<file path="src/rtl/mn_pipe_arbiter.sv">
// Round-robin arbiter feeding a fixed-latency nibble-swap datapath, with an ID tag pipeline,
// registered results and a flush/drain FSM. Define MN_ARB_PRIO_EN for strict priority on requester 0.
//   state    | meaning
//   ST_RUN   | grants allowed; flush moves to ST_DRAIN
//   ST_DRAIN | no grants; waits for in-flight count to reach 0, then pulses flush_done
module mn_pipe_arbiter #(
    parameter int NUM_REQ  = 4,
    parameter int PIPE_LAT = 2,
    localparam int IDW     = $clog2(NUM_REQ)
) (
    input  logic                 clk,
    input  logic                 rst_n,
    input  logic [NUM_REQ-1:0]   req_valid,
    input  logic [NUM_REQ*8-1:0] req_data,
    output logic [NUM_REQ-1:0]   req_ready,
    input  logic                 flush,
    output logic                 flush_done,
    output logic                 busy,
    output logic [7:0]           dp_data_in,
    input  logic [7:0]           dp_data_out,
    output logic                 res_valid,
    output logic [IDW-1:0]       res_id,
    output logic [7:0]           res_data
);

    localparam int CW = $clog2(PIPE_LAT + 2);

    typedef enum logic {ST_RUN = 1'b0, ST_DRAIN = 1'b1} state_t;

    state_t              state_q, state_d;
    logic                grant_en;
    logic [IDW-1:0]      rr_ptr_q, rr_ptr_d;
    logic [CW-1:0]       cnt_q, cnt_d;
    logic [PIPE_LAT-1:0] tag_vld_q, tag_vld_d;
    logic [IDW-1:0]      tag_id_q [PIPE_LAT];
    logic [IDW-1:0]      tag_id_d [PIPE_LAT];
    logic                res_valid_q, res_valid_d;
    logic [IDW-1:0]      res_id_q, res_id_d;
    logic [7:0]          res_data_q, res_data_d;
    logic [7:0]          req_bytes [NUM_REQ];
    logic                win_found, rr_upd, xfer, res_load;
    logic [IDW-1:0]      win_id;

    always_ff @(posedge clk or negedge rst_n) begin
        if (!rst_n) begin
            state_q <= ST_RUN;
        end else begin
            state_q <= state_d;
        end
    end

    always_comb begin
        state_d = state_q;
        case (state_q)
            ST_RUN:   if (flush) state_d = ST_DRAIN;
            ST_DRAIN: if (cnt_q == '0) state_d = ST_RUN;
            default:  state_d = ST_RUN;
        endcase
    end

    always_comb begin
        grant_en   = (state_q == ST_RUN);
        flush_done = (state_q == ST_DRAIN) && (cnt_q == '0);
    end

    // First valid requester at or after rr_ptr, wrapping modulo NUM_REQ.
    always_comb begin
        int             slot;
        logic [IDW-1:0] idx;
        slot      = 0;
        idx       = '0;
        win_found = 1'b0;
        win_id    = '0;
        rr_upd    = 1'b1;
        for (int i = 0; i < NUM_REQ; i++) begin
            slot = int'(rr_ptr_q) + i;
            if (slot >= NUM_REQ) slot = slot - NUM_REQ;
            idx = IDW'(slot);
            if (!win_found && req_valid[idx]) begin
                win_found = 1'b1;
                win_id    = idx;
            end
        end
`ifdef MN_ARB_PRIO_EN
        if (req_valid[0]) begin
            win_found = 1'b1;
            win_id    = '0;
            rr_upd    = 1'b0;
        end
`endif
    end

    // Gating with rst_n keeps req_ready and dp_data_in at 0 while reset is held.
    assign xfer     = grant_en && win_found && rst_n;
    assign res_load = tag_vld_q[PIPE_LAT-1];

    always_comb begin
        for (int k = 0; k < NUM_REQ; k++) req_bytes[k] = req_data[8*k +: 8];
        req_ready = '0;
        if (xfer) req_ready[win_id] = 1'b1;
        dp_data_in = xfer ? req_bytes[win_id] : 8'h00;
    end

    always_comb begin
        rr_ptr_d = rr_ptr_q;
        if (xfer && rr_upd) begin
            rr_ptr_d = (win_id == IDW'(NUM_REQ - 1)) ? '0 : win_id + IDW'(1);
        end

        cnt_d = cnt_q;
        if (xfer && !res_load)      cnt_d = cnt_q + CW'(1);
        else if (!xfer && res_load) cnt_d = cnt_q - CW'(1);

        tag_vld_d = '0;
        for (int s = 0; s < PIPE_LAT; s++) tag_id_d[s] = '0;
        tag_vld_d[0] = xfer;
        tag_id_d[0]  = xfer ? win_id : '0;
        for (int s = 1; s < PIPE_LAT; s++) begin
            tag_vld_d[s] = tag_vld_q[s-1];
            tag_id_d[s]  = tag_id_q[s-1];
        end

        res_valid_d = res_load;
        res_id_d    = res_load ? tag_id_q[PIPE_LAT-1] : '0;
        res_data_d  = res_load ? dp_data_out : 8'h00;
    end

    always_ff @(posedge clk or negedge rst_n) begin
        if (!rst_n) begin
            rr_ptr_q    <= '0;
            cnt_q       <= '0;
            tag_vld_q   <= '0;
            for (int s = 0; s < PIPE_LAT; s++) tag_id_q[s] <= '0;
            res_valid_q <= 1'b0;
            res_id_q    <= '0;
            res_data_q  <= 8'h00;
        end else begin
            rr_ptr_q    <= rr_ptr_d;
            cnt_q       <= cnt_d;
            tag_vld_q   <= tag_vld_d;
            for (int s = 0; s < PIPE_LAT; s++) tag_id_q[s] <= tag_id_d[s];
            res_valid_q <= res_valid_d;
            res_id_q    <= res_id_d;
            res_data_q  <= res_data_d;
        end
    end

    assign busy      = (cnt_q != '0);
    assign res_valid = res_valid_q;
    assign res_id    = res_id_q;
    assign res_data  = res_data_q;

endmodule
</file>
<file path="config.mk">
export PLATFORM = sky130hd
export DESIGN_NAME = mn_pipe_arbiter
export DESIGN_NICKNAME = d
export VERILOG_FILES = /design/src/rtl/mn_pipe_arbiter.sv
export SDC_FILE = /design/constraint.sdc
export NUM_CORES = 1
export LEC_CHECK = 0
export CAP_MARGIN = 10
export CORE_ASPECT_RATIO = 0.75
export CORE_UTILIZATION = 39
export CTS_CLUSTER_SIZE = 28
export DETAILED_ROUTE_END_ITERATION = 8
export GPL_TIMING_DRIVEN = 0
export HOLD_SLACK_MARGIN = 0.08
export PLACE_DENSITY_LB_ADDON = 0.3
export REMOVE_ABC_BUFFERS = 1
export SLEW_MARGIN = 20
export SYNTH_ARGS = -nofsm -noshare
export SYNTH_HDL_FRONTEND = slang
export SYNTH_SLANG_ARGS = --single-unit
export TNS_END_PERCENT = 50
</file>
<file path="constraint.sdc">
create_clock -name clk -period 3.6 [get_ports clk]
set_input_delay 1.08 -clock clk [delete_from_list [all_inputs] [get_ports clk]]
set_output_delay 1.08 -clock clk [all_outputs]
set_load 0.005 [all_outputs]
</file>
== Word-level counts from Yosys, hierarchy flattened ==
Cells that the tools add are included.
Operators by class
  reduce and logical (&&, ||, !) cells: 17
  multipliers: 0
  magnitude comparators: 11
  multiplexer cells: 36
  bitwise operators: 2
  div/mod/pow operators: 0
  equality and inequality tests: 1
  add/subtract/negate cells: 10
  shift operators: 0
Operators with widths (number)
  8-bit 2-to-1 mux: 4
  2-bit 2-to-1 mux: 13
  8-bit binary-select mux with 2-bit select: 1
  2-bit by 3-bit < comparator with 1-bit output (second input constant): 5
  3-bit greater-or-equal comparator (second input constant): 4
  1-bit 2-to-1 mux: 11
  2-bit by 1-bit subtractor with 2-bit output (second input constant): 5
  1-bit logical AND: 9
  1-bit binary-select mux with 2-bit select: 4
  2-bit by 2-bit adder with 3-bit output (second input constant): 2
  1-bit logical NOT: 5
  2-bit by 1-bit adder with 2-bit output (second input constant): 2
  4-bit 2-to-1 mux: 1
  2-bit nonzero test: 2
  2-bit by 1-bit adder with 3-bit output (second input constant): 1
  2-bit by 3-bit greater-or-equal comparator with 1-bit output (second input constant): 1
  2-bit inverter with 3-bit output: 1
  1-bit demux with 2-bit select: 1
  2-bit == test (second input constant): 1
  2-bit by 1-bit greater-or-equal comparator with 1-bit output (second input constant): 1
  2-bit logical NOT: 1
  1-bit one-hot mux with 2 select lines: 1
  1-bit inverter: 1
Word-level totals
  memories: 0
  bits in latches: 0
  register bits after elaboration: 22
  bits in writable memories: 0
  bits in read-only memories: 0
  bits of input ports: 47

== Depth between registers and ports, before layout ==
Gate-level depths: netlist of the first run.
  word-level depth: 20
  gate-level depth with buffers: 9
  depth with buffers taken out: 7

== Worst setup path after synthesis of the first run ==
Ideal clock, no wire load.
  path type: input to output
  start: in req_valid[1]
  end: out req_ready[1]
  path buffers: 2
  cell stages on the path: 7
  arrival: 2.051 ns
  slack: 0.469 ns
  path through: and3b_1 a31oi_1 nand3_1 buf_6 buf_6 ha_1 and2_1
Between the ends
  longest elaborated chain between the ends: 17
  elaborated cells on any way between the ends: 30
Ends and longest elaborated chain
  start, declared: RTL line 13  | input logic [NUM_REQ-1:0] req_valid,
  1-bit binary-select mux with 2-bit select: RTL line 79  | if (!win_found && req_valid[idx]) begin
  1-bit 2-to-1 mux (not written as such): RTL line 79
  1-bit 2-to-1 mux: RTL line 79
  1-bit logical NOT: RTL line 79
  1-bit logical AND: RTL line 79
  1-bit 2-to-1 mux: RTL line 79
  1-bit logical NOT: RTL line 79
  1-bit logical AND: RTL line 79
  1-bit 2-to-1 mux: RTL line 79
  1-bit logical NOT: RTL line 79
  1-bit logical AND: RTL line 79
  2-bit 2-to-1 mux: RTL line 79
  2-bit by 3-bit < comparator with 1-bit output (not written as such) or 2-bit by 1-bit greater-or-equal comparator with 1-bit output (tied branches): RTL line 100  | if (xfer) req_ready[win_id] = 1'b1;
  1-bit logical AND (not written as such): RTL line 100
  1-bit 2-to-1 mux (not written as such): RTL line 100
  1-bit demux with 2-bit select: RTL line 100
  4-bit 2-to-1 mux *: RTL line 100
  end, declared: RTL line 15  | output logic [NUM_REQ-1:0] req_ready,
Mark *: on every way between the ends. The rest lies on a longest branch, timed or not. The select of a mux whose other input is x is not followed.

== Final worst setup path of the first run ==
  start: in req_valid[1]
  end: out dp_data_in[6]
Between the ends
  longest elaborated chain between the ends: 17
  elaborated cells on any way between the ends: 29
Ends and longest elaborated chain
  1-bit binary-select mux with 2-bit select: RTL line 79
  1-bit 2-to-1 mux (not written as such): RTL line 79
  1-bit 2-to-1 mux: RTL line 79
  1-bit logical NOT: RTL line 79
  1-bit logical AND: RTL line 79
  1-bit 2-to-1 mux: RTL line 79
  1-bit logical NOT: RTL line 79
  1-bit logical AND: RTL line 79
  1-bit 2-to-1 mux: RTL line 79
  1-bit logical NOT: RTL line 79
  1-bit logical AND: RTL line 79
  2-bit 2-to-1 mux: RTL line 79
  2-bit inverter with 3-bit output (not written as such): RTL line 101  | dp_data_in = xfer ? req_bytes[win_id] : 8'h00;
  8-bit binary-select mux with 2-bit select: RTL line 101
  8-bit 2-to-1 mux (not written as such) (2 in a row): RTL line 101
  8-bit 2-to-1 mux *: RTL line 101
  end, declared: RTL line 19  | output logic [7:0] dp_data_in,
Marks and branches as above.

==> results of run 1 <==
-- logic make-up (layout without fill, tap and decap cells) --
group                      count (synthesis)  in the layout  synth area share
and+or+nand+nor                           34             34            0.1604
DFF                                       22             22            0.4867
muxes                                     16             16            0.1416
AOI/OAI and AO/OA                         15             15           0.08518
buffers and inverters                     10             89           0.04756
adders and majority gates                  5              5           0.05531
xor gates and xnor gates                   3              3           0.02323
-- worst max path at each step --
stage | from | slack [ns] | endpoint | depth (start not counted)
final | req_valid[1] | 0.01 | dp_data_in[6] | 9
after global placement | rst_n | -1.25 | dp_data_in[4] | 5
after detailed placement | req_valid[3] | -1.34 | req_ready[1] | 7
after floorplan | req_valid[1] | -0.07 | req_ready[0] | 5
after CTS | req_valid[1] | -0.003 | dp_data_in[5] | 8
after global routing | req_valid[1] | -0.07 | dp_data_in[6] | 9
-- per-stage QoR --
step                      cells  hold WS [ns]  setup WS, ns  setup TNS [ns]  power (uW)
after floorplan             101        0.3312      -0.06652         -0.1330       560.5
after global placement      208        0.3328        -1.253          -14.70       735.3
after detailed placement    208        0.3347        -1.340          -15.69       754.7
after CTS                   219        0.3494     -0.002872       -0.002872        1123
after global routing        220        0.3546      -0.07081         -0.1131        1209
final                       220        0.3430       0.01224               0        1144
-- repair_timing --
item                       in CTS  in global routing
gates cloned                    3                  0
hold buffers                    0                  0
setup endpoints to repair      12                 12
pin swaps                       4                  4
gates resized for setup        51                 25
buffers inserted                4                  1
-- critical path: cells and delay by family --
family | cells | cell delay, ns
buffers and inverters | 4 | 0.55
AND/OR/NAND/NOR | 2 | 0.42
multiplexers | 1 | 0.11
AO/OA/AOI/OAI | 2 | 0.34
-- per-layer routing --
metal | GRT usage | vias up | wire [um]
li1 | - | 517 | -
met1 | 0.2833 | 530 | 1393
met2 | 0.4043 | 47 | 1870
met3 | 0.05189 | 14 | 141
met4 | 0.07778 | 0 | 85
met5 | 0 | - | 0
-- power groups by stage --
stage	registers [uW]	clock network (uW)	logic [uW]
2_1_floorplan	332	0	228
3_3_place_gp	335	0	400
3_5_place_dp	340	0	415
4_1_cts	338	227	559
5_1_grt	347	240	622
6_report	342	222	580
-- layout by cell type (no fill, tap or decap), types with 2 or more instances in the layout --
cell type	synthesis	final
buf_2	1	2
inv_1	5	4
buf_16	0	3
clkdlybuf4s50_1	0	54
buf_6	2	2
clkbuf_2	0	9
o22ai_1	8	8
o21ai_0	2	2
ha_1	5	5
inv_2	1	2
dfrtp_1	22	22
nand2_1	6	4
clkbuf_8	0	3
clkdlybuf4s15_1	0	3
mux2i_2	0	2
mux2i_1	16	14
and2_1	15	15
xor2_1	2	2
nor2_1	7	6
buf_4	0	3
-- layout make-up --
cell class                 instances  area [um^2]
clock inverter                     1        30.03
sequential                        22        550.5
timing repair buffer              79        797.0
tap                               36        45.04
clock buffer                       3        41.29
multi-input combinational         73        591.8
inverter                           6        22.52
fill                             186        604.3
-- sequential cells by signal (all words and copies together) (netlist names) --
register   count
tag_vld_q      2
state_q        1
tag_id_d       2
res_data       8
cnt_q          2
rr_ptr_q       2
tag_id_q       2
res_valid      1
res_id         2
==> metrics.log, run 1 <==
INFO  metric outcome = finished clean
INFO  metric async_flop_share = 1.000
INFO  metric ctsRootBufferMaster = clkbuf_8
INFO  metric number_of_global_route_vias_before_repair = 1144
INFO  metric clock_tree.buffer_depth = 2
INFO  metric clk_lat_worst_skew = 0.26 ns
INFO  metric post_route_cells_drive_above_1_share = 0.2120
INFO  metric synth_most_common_cell = dfrtp_1
INFO  metric ys_top_cells_by_area = dfrtp_1, mux2i_1, and2_1, ha_1, o22ai_1
INFO  metric cp_data_arrival_time = between 2 and 3 ns
INFO  metric startpoint_type = input pin
INFO  metric synth_seq_cells = 22
INFO  metric floorplan.core_area = approximately 2700 um^2
INFO  metric synth_top_flop_cell = dfrtp_1
INFO  metric fmaxAchievable = ~0.28 GHz
INFO  metric first_pass_iters = 4
INFO  metric min_path_cells = 0
INFO  metric synth-edff-count = 0
INFO  metric cell_internal_pwr = approximately 790 uW
INFO  metric cts_sinks = 22
INFO  metric initial_utilization = 0.4216
INFO  metric drt_drc_violations_left = 0
INFO  metric clk_pin_slew = ~0.080 ns
INFO  metric synth_top_area_share = 0.4867
INFO  metric gp_congestion = around 0.65
INFO  metric htreeDepth = 1
INFO  metric setup.worst_path.class = in2out
INFO  metric nNetsFinal = roughly 240
INFO  metric drt-wirelength-per-cell = 15.86 um
INFO  metric postSynthAreaPerCell = approximately 11 um^2
INFO  metric p_seq_frac = 0.299
INFO  metric routed-via-count = 1108
INFO  metric grt_pass1_wl = roughly 5.4 mm
INFO  metric cts_inserted_buffers = 3
INFO  metric total_leakage_power = around 0.0010 uW
INFO  metric grt_antenna_before_repair = 0
INFO  metric dpl-instance-area = around 1900 um^2
INFO  metric post_synth_num_cell_types = 26
INFO  metric powerDensity = 550.5 nW/um^2
INFO  metric final_area = a little over 2000 um^2
INFO  metric relSlewSlack = 0.6786
INFO  metric antenna_cells_inserted = 0
INFO  metric die_h = 48.64 um
INFO  metric critical_path_required = between 2 and 3 ns
INFO  metric worst_r2r_endpoint = rr_ptr_q[1]$_DFFE_PN0P_
INFO  metric worstSetupEndpointType = output port
INFO  metric p_sw_frac = 0.3098
INFO  metric yosysWarnings = 0
INFO  metric timing.final.hold_violations = 0
INFO  metric die-area = approximately 3100 um^2
INFO  metric initialDrtViolationCount = 49
INFO  metric critical_path.slowest_cell = and3b_2
INFO  metric number_of_nets_with_antenna_violations_after_detailed_routing = 0
INFO  metric standard_cell_row_count = 16
INFO  metric reg2reg_depth = 8
INFO  metric synth.largest_area_cell = dfrtp_1
INFO  metric tritoncts = done
INFO  metric io_buffers = 71
INFO  metric drt-vias-per-instance = slightly above 5
INFO  metric rsz0062_at_grt = yes
INFO  metric hold_start = tag_vld_q[0]$_DFF_PN0_
INFO  metric power_switching = 354.5 uW
INFO  metric min_to = tag_vld_q[1]$_DFF_PN0_
INFO  metric synth.cell_area = about 1100 um^2
INFO  metric chipWidth = about 64 um
INFO  metric globalRouteTotalUtil = 0.2320
INFO  metric timing.final.setup_violations = 0
INFO  metric grt_start_max_net_pins = 24
INFO  metric worst_clk_skew = 0.005977 ns
INFO  metric worst_ir_drop_vdd = 0.5380 mV
INFO  metric worst-slew-pin-transition = 0.4821 ns
INFO  metric post-route-min-period = approximately 3.6 ns
INFO  metric design.portCount = approximately 70
INFO  metric chain_of_cells_forming_the_critical_path = buf_8 -> and3b_2 -> a31oi_4 -> nand3_4 -> buf_16 -> buf_6 -> mux2i_1 -> o22ai_1 -> buf_2
INFO  metric drv_cap = 0
INFO  metric reg2reg_setup_slack = approximately 1.7 ns
INFO  metric cpPeakStageDelay = between 0.2 and 0.25 ns
INFO  metric comb_power_share = 0.507
INFO  metric p_clk_frac = 0.194
INFO  metric grt-ovfl-total = 0
INFO  metric tcrit_tclk_final = 0.9966
INFO  metric worst_hold_path_type = reg2reg
INFO  metric postRouteWirelength = between 3 and 4 mm
INFO  metric worstPathMaxFanout = 5
INFO  metric dpl.hpwl = between 2 and 2.5 mm
INFO  metric postSynthCellCount = around 110
INFO  metric reg2reg_from = rr_ptr_q[0]$_DFFE_PN0P_
INFO  metric post_synth_most_frequent_cells = dfrtp_1, mux2i_1, and2_1
INFO  metric final_core_utilization = 0.7747
INFO  metric area_growth = 83.74%
INFO  metric seq_area_frac_synth = 0.4867
INFO  metric final_max_slew_viol_count = 0
(Power assumes the default switching activity.)
==> run 2, diff against run 1 <==
--- a/config.mk
+++ b/config.mk
@@ -6,7 +6,6 @@
 export NUM_CORES = 1
 export LEC_CHECK = 0
 export CAP_MARGIN = 10
-export CORE_ASPECT_RATIO = 0.75
 export CORE_UTILIZATION = 39
 export CTS_CLUSTER_SIZE = 28
 export DETAILED_ROUTE_END_ITERATION = 8
==> metrics.log, run 2 (synthesis results as in run 1) <==
INFO  metric reg2reg_depth = 8
INFO  metric first_pass_iters = 4
INFO  metric worst_ir_drop_vdd = around 0.37 mV
INFO  metric worst-slew-pin-transition = about 0.29 ns
INFO  metric worst_clk_skew = 0.003910 ns
INFO  metric cp_data_arrival_time = ~2.4 ns
INFO  metric chipWidth = ~56 um
INFO  metric initialDrtViolationCount = 19
INFO  metric grt_pass1_wl = 4.912 mm
INFO  metric grt_antenna_before_repair = 0
INFO  metric fin_tns_setup = 0 ns
INFO  metric number_of_global_route_vias_before_repair = roughly 1100
INFO  metric total_leakage_power = between 0.0009 and 0.001 uW
INFO  metric final.hold.worst_slack = 0.3640 ns
INFO  metric floorplan.core_area = approximately 2800 um^2
INFO  metric tcrit_tclk_final = 0.9756
INFO  metric gp_congestion = ~0.70
INFO  metric dpl.hpwl = around 2.1 mm
INFO  metric worstSetupEndpointType = output port
INFO  metric reg2reg_from = rr_ptr_q[0]$_DFFE_PN0P_
INFO  metric number_of_nets_with_antenna_violations_after_detailed_routing = 0
INFO  metric final_core_utilization = 0.7309
INFO  metric post_route_cells_drive_above_1_share = 0.1768
INFO  metric clk_pin_slew = 0.11 ns
INFO  metric timing.final.hold_violations = 0
INFO  metric final_max_slew_viol_count = 0
INFO  metric relSlewSlack = 0.8046
INFO  metric fmaxAchievable = approximately 0.28 GHz
INFO  metric worst_r2r_endpoint = rr_ptr_q[1]$_DFFE_PN0P_
INFO  metric post-route-min-period = 3.512 ns
INFO  metric io_buffers = slightly above 70
INFO  metric cts_sinks = 22
INFO  metric min_path_cells = 0
INFO  metric critical_path_required = around 2.5 ns
INFO  metric most_frequent_standard_cell_in_the_layout_excluding_fill_and_tap_cells = clkdlybuf4s50_1
INFO  metric layout_common_cells = clkdlybuf4s50_1, dfrtp_1, mux2i_1
INFO  metric globalRouteTotalUtil = 0.2042
INFO  metric design.portCount = 72
INFO  metric tritoncts = done
INFO  metric outcome = finished clean
INFO  metric htreeDepth = 1
INFO  metric drt_drc_violations_left = 0
INFO  metric timing.final.setup_violations = 0
INFO  metric setup.worst_path.class = in2out
INFO  metric largest_register_ff_count = 8
INFO  metric reg2reg_setup_slack = between 1.5 and 2 ns
INFO  metric die_h = approximately 56 um
INFO  metric hold_start = tag_id_d[1]$_DFF_PN0_
INFO  metric powerDensity = a little over 500 nW/um^2
INFO  metric routed-via-count = ~1100
INFO  metric initial_utilization = 0.4102
INFO  metric rsz0062_at_grt = no
INFO  metric worst_hold_path_type = reg2reg
INFO  metric standard_cell_row_count = 19
INFO  metric antenna_cells_inserted = 0
INFO  metric area_growth = 78.21%
INFO  metric crit_path_start = req_valid[1]
INFO  metric ctsRootBufferMaster = clkbuf_4
INFO  metric nNetsFinal = about 230
INFO  metric startpoint_type = input pin
INFO  metric cts_inserted_buffers = 3
INFO  metric postRouteWirelength = roughly 3 mm
INFO  metric post_cts_hold_buffer_count = 0
INFO  metric drv_cap = 0
INFO  metric drt-vias-per-instance = approximately 5
INFO  metric die-area = about 3100 um^2
INFO  metric drt-wirelength-per-cell = about 14 um
INFO  metric worstPathMaxFanout = 8
INFO  metric clock_tree.buffer_depth = 2
INFO  metric min_to = tag_id_q[1]$_DFF_PN0_
INFO  metric grt-ovfl-total = 0
INFO  metric clk_lat_worst_skew = 0.29 ns
INFO  metric grt_start_max_net_pins = 24
## run 2: cell types whose count changed in the layout (fill, tap and decap cells not counted), sizes merged
cell / change
bufbuf: +1
bufinv: -1
buf: -1
dlygate4sd2: +4
clkbuf: -6
## run 2: per-stage QoR
step / setup slack, ns / cells / cell area [um^2] / total power, uW
3_5_place_dp: -1.391 / 203 / 1849 / 752.4
6_report: 0.08777 / 212 / 2016 / 1014
5_1_grt: 0.02985 / 212 / 2016 / 1076
2_1_floorplan: -0.06652 / 101 / 1100 / 560.5
3_3_place_gp: -1.299 / 203 / 1849 / 734.6
4_1_cts: -0.02922 / 212 / 1997 / 999.5
## run 2: timing repair
action                                 4_1_cts  5_1_grt
cloned                                       2        0
endpoints found under the hold margin        0        0
pin swaps                                    4        3
gates resized for setup                     57       14
setup endpoints to repair                   12       12
buffers inserted                             3        0
## run 2: how the worst max path moves through the flow
stage,endpoint,depth (start not counted)
2_1_floorplan,req_ready[0],5
3_3_place_gp,dp_data_in[0],5
3_5_place_dp,dp_data_in[0],5
4_1_cts,dp_data_in[0],9
5_1_grt,dp_data_in[0],9
6_report,dp_data_in[7],8
## run 2: area by class of cell
class	instances	area [um^2]
Timing Repair Buffer	76	773.2
Fill cell	211	742.0
Multi-Input combinational cell	73	594.3
Sequential cell	22	550.5
Tap cell	31	38.79
Clock buffer	4	36.28
Inverter	6	22.52
## run 2: per-layer routing
layer,vias to the layer above,global-route usage,part of all wire
li1,507,-,-
met1,492,0.2382,0.40
met2,57,0.3580,0.50
met3,8,0.05581,0.079
met4,0,0.07666,0.022
met5,-,0,0
## run 2: critical path: stages
cell,delay [ns]
buf_6,0.10
and3b_2,0.21
a31oi_4,0.18
nand3_4,0.15
buf_16,0.18
mux2i_1,0.16
o22ai_1,0.11
dlygate4sd2_1,0.27
## run 2: report_power, final
group	total (uW)	switching, uW	leakage (uW)	internal, uW
Combinational	546	216	0.000682	330
Sequential	340	41.5	0.000290	298
Clock	129	67.2	0.0000210	61.6
Total	1010	324	0.000993	690
==> run 3, diff against run 2 <==
==> constraint.sdc (replaced) <==
create_clock -name clk -period 4.3 [get_ports clk]
set_input_delay 1.29 -clock clk [delete_from_list [all_inputs] [get_ports clk]]
set_output_delay 1.29 -clock clk [all_outputs]
set_load 0.005 [all_outputs]
==> metrics.log, run 3 (synthesis results as in run 1) <==
INFO  metric outcome = finished clean
INFO  metric standard_cell_row_count = 19
INFO  metric powerDensity = between 300 and 400 nW/um^2
INFO  metric cpPeakStageDelay = roughly 0.53 ns
INFO  metric worstPathMaxFanout = 19
INFO  metric routed-via-count = between 1000 and 1500
INFO  metric dpl.hpwl = roughly 2.1 mm
INFO  metric first_pass_iters = 4
INFO  metric rsz0062_at_grt = no
INFO  metric gp_congestion = between 0.7 and 0.8
INFO  metric drt-vias-per-instance = 4.986
INFO  metric floorplan.core_area = approximately 2800 um^2
INFO  metric startpoint_type = input pin
INFO  metric cp_data_arrival_time = ~3 ns
INFO  metric chain_of_cells_forming_the_critical_path = clkdlybuf4s50_1 -> a31oi_2 -> nand3_4 -> buf_12 -> inv_2 -> ha_1 -> and2_4 -> dlygate4sd2_1
INFO  metric timing.final.setup_violations = 0
INFO  metric grt-ovfl-total = 0
INFO  metric grt_start_max_net_pins = 24
INFO  metric cts_inserted_buffers = 3
INFO  metric grt_pass1_wl = 4.464 mm
INFO  metric final.hold.worst_slack = 0.3630 ns
INFO  metric post_cts_hold_buffer_count = 0
INFO  metric worst_clk_skew = 0.005730 ns
INFO  metric tcrit_tclk_final = 0.9795
INFO  metric fin_tns_setup = 0 ns
INFO  metric worst_ir_drop_vdd = 0.3520 mV
INFO  metric multi_input_comb_area = just under 600 um^2
INFO  metric globalRouteTotalUtil = 0.1838
INFO  metric setup.worst_path.class = in2out
INFO  metric worst_hold_path_type = reg2reg
INFO  metric path_delay_family = buffers and inverters
INFO  metric hold_start = tag_id_d[1]$_DFF_PN0_
INFO  metric final-seq-area = about 550 um^2
INFO  metric reg2reg_depth = 8
INFO  metric dp_worst_setup_slack = -1.111 ns
INFO  metric reg2reg_setup_slack = around 2.6 ns
INFO  metric design.portCount = 72
INFO  metric tritoncts = done
INFO  metric wp_buf_inv = 4
INFO  metric drt-wirelength-per-cell = approximately 13 um
INFO  metric grt_antenna_before_repair = 0
INFO  metric htreeDepth = 1
INFO  metric drv_cap = 0
INFO  metric clk_pin_slew = 0.11 ns
INFO  metric critical_path_required = roughly 3 ns
INFO  metric number_of_nets_with_antenna_violations_after_detailed_routing = 0
INFO  metric number_of_global_route_vias_before_repair = around 1000
INFO  metric worstSetupEndpointType = output port
INFO  metric area_growth = 72.01%
INFO  metric chipWidth = 55.86 um
INFO  metric die-area = roughly 3100 um^2
INFO  metric most_frequent_standard_cell_in_the_layout_excluding_fill_and_tap_cells = clkdlybuf4s50_1
INFO  metric layout_common_cells = clkdlybuf4s50_1, dfrtp_1, mux2i_1
INFO  metric timing.final.hold_violations = 0
INFO  metric reg2reg_from = rr_ptr_q[0]$_DFFE_PN0P_
INFO  metric min_to = tag_id_q[1]$_DFF_PN0_
INFO  metric clk_lat_worst_skew = 0.29 ns
INFO  metric initial_utilization = 0.4102
INFO  metric fmaxAchievable = about 0.24 GHz
INFO  metric ctsRootBufferMaster = clkbuf_4
INFO  metric initialDrtViolationCount = 18
INFO  metric largest_register_ff_count = 8
INFO  metric min_path_cells = 0
INFO  metric io_buffers = ~70
INFO  metric antenna_cells_inserted = 0
INFO  metric fillers = ~230
INFO  metric cts_sinks = 22
INFO  metric worst-slew-pin-transition = 0.4952 ns
INFO  metric post_route_cells_drive_above_1_share = 0.1017
INFO  metric die_h = around 56 um
INFO  metric postRouteWirelength = roughly 2.8 mm
INFO  metric relSlewSlack = 0.6699
INFO  metric nNetsFinal = between 200 and 250
INFO  metric final_max_slew_viol_count = 0
INFO  metric drt_drc_violations_left = 0
INFO  metric total_leakage_power = ~0.00097 uW
INFO  metric critical_path.slowest_cell = clkdlybuf4s50_1
INFO  metric post-route-min-period = ~4.2 ns
INFO  metric clock_tree.buffer_depth = 2
INFO  metric worst_slack_setup_final = around 0.088 ns
INFO  metric worst_r2r_endpoint = rr_ptr_q[1]$_DFFE_PN0P_
run 3: cell types whose count changed in the layout (fill, tap and decap cells not counted), sizes merged:
cell / delta
clkdlybuf4s18: +1
clkdlybuf4s15: -3
dlygate4sd2: +9
buf: -10
clkdlybuf4s50: +2
bufbuf: -1
clkbuf: -2
run 3: how the worst max path moves through the flow:
| stage | from | endpoint | slack [ns] | cells after the start |
|---|---|---|---|---|
| 2_1_floorplan | req_valid[1] | req_ready[0] | 0.21 | 5 |
| 4_1_cts | req_valid[2] | req_ready[3] | 0.13 | 9 |
| 3_5_place_dp | rst_n | dp_data_in[0] | -1.11 | 5 |
| 6_report | req_valid[0] | req_ready[2] | 0.09 | 8 |
| 3_3_place_gp | rst_n | dp_data_in[0] | -1.02 | 5 |
| 5_1_grt | req_valid[2] | req_ready[2] | 0.01 | 9 |
run 3: final cells by class:
cell class / count / share of cell area
clock buffer: 4 / 0.01865
inverter: 6 / 0.01286
multi-input combinational: 73 / 0.2990
sequential: 22 / 0.2830
tap: 31 / 0.01994
timing repair buffer: 72 / 0.3666
run 3: per-stage QoR:
step                      utilization  instances  cell area (um^2)  total power, uW
after floorplan                     -        101              1100            469.2
final                          0.7055        208              1946            769.9
after global routing           0.7055        208              1946            820.6
after CTS                      0.7037        208              1941            768.9
after detailed placement       0.6706        203              1849            629.9
after global placement         0.6706        203              1849            615.0
run 3: timing repair:
| item | in CTS | in global routing |
|---|---|---|
| gates cloned | 0 | 0 |
| pin swaps | 2 | 0 |
| endpoints found under the setup margin | 12 | 1 |
| resized for setup | 31 | 2 |
| setup buffers | 1 | 0 |
| endpoints found under the hold margin | 0 | 0 |
run 3: per-layer routing:
layer  GRT usage  vias to the layer above  share of wire
li1            -                      500              -
met1      0.2261                      478           0.42
met2      0.3081                       53           0.48
met3     0.05581                        6          0.083
met4     0.06272                        0          0.016
met5           0                        -              0
run 3: worst register-to-register path, delay by kind of cell (launching register included):
family / cells / cell delay, ns
flops: 1 / 0.47
simple gates: 3 / 0.40
compound gates: 2 / 0.29
buf+inv: 2 / 0.26
fa+ha+maj: 1 / 0.23
run 3: power by group:
part / switching, uW / internal (uW) / total (uW) / leakage, uW
combinational: 165 / 213 / 378 / 0.000660
clock: 56.1 / 51.6 / 108 / 0.0000210
sequential: 34.0 / 250 / 284 / 0.000290
total: 255 / 515 / 770 / 0.000970
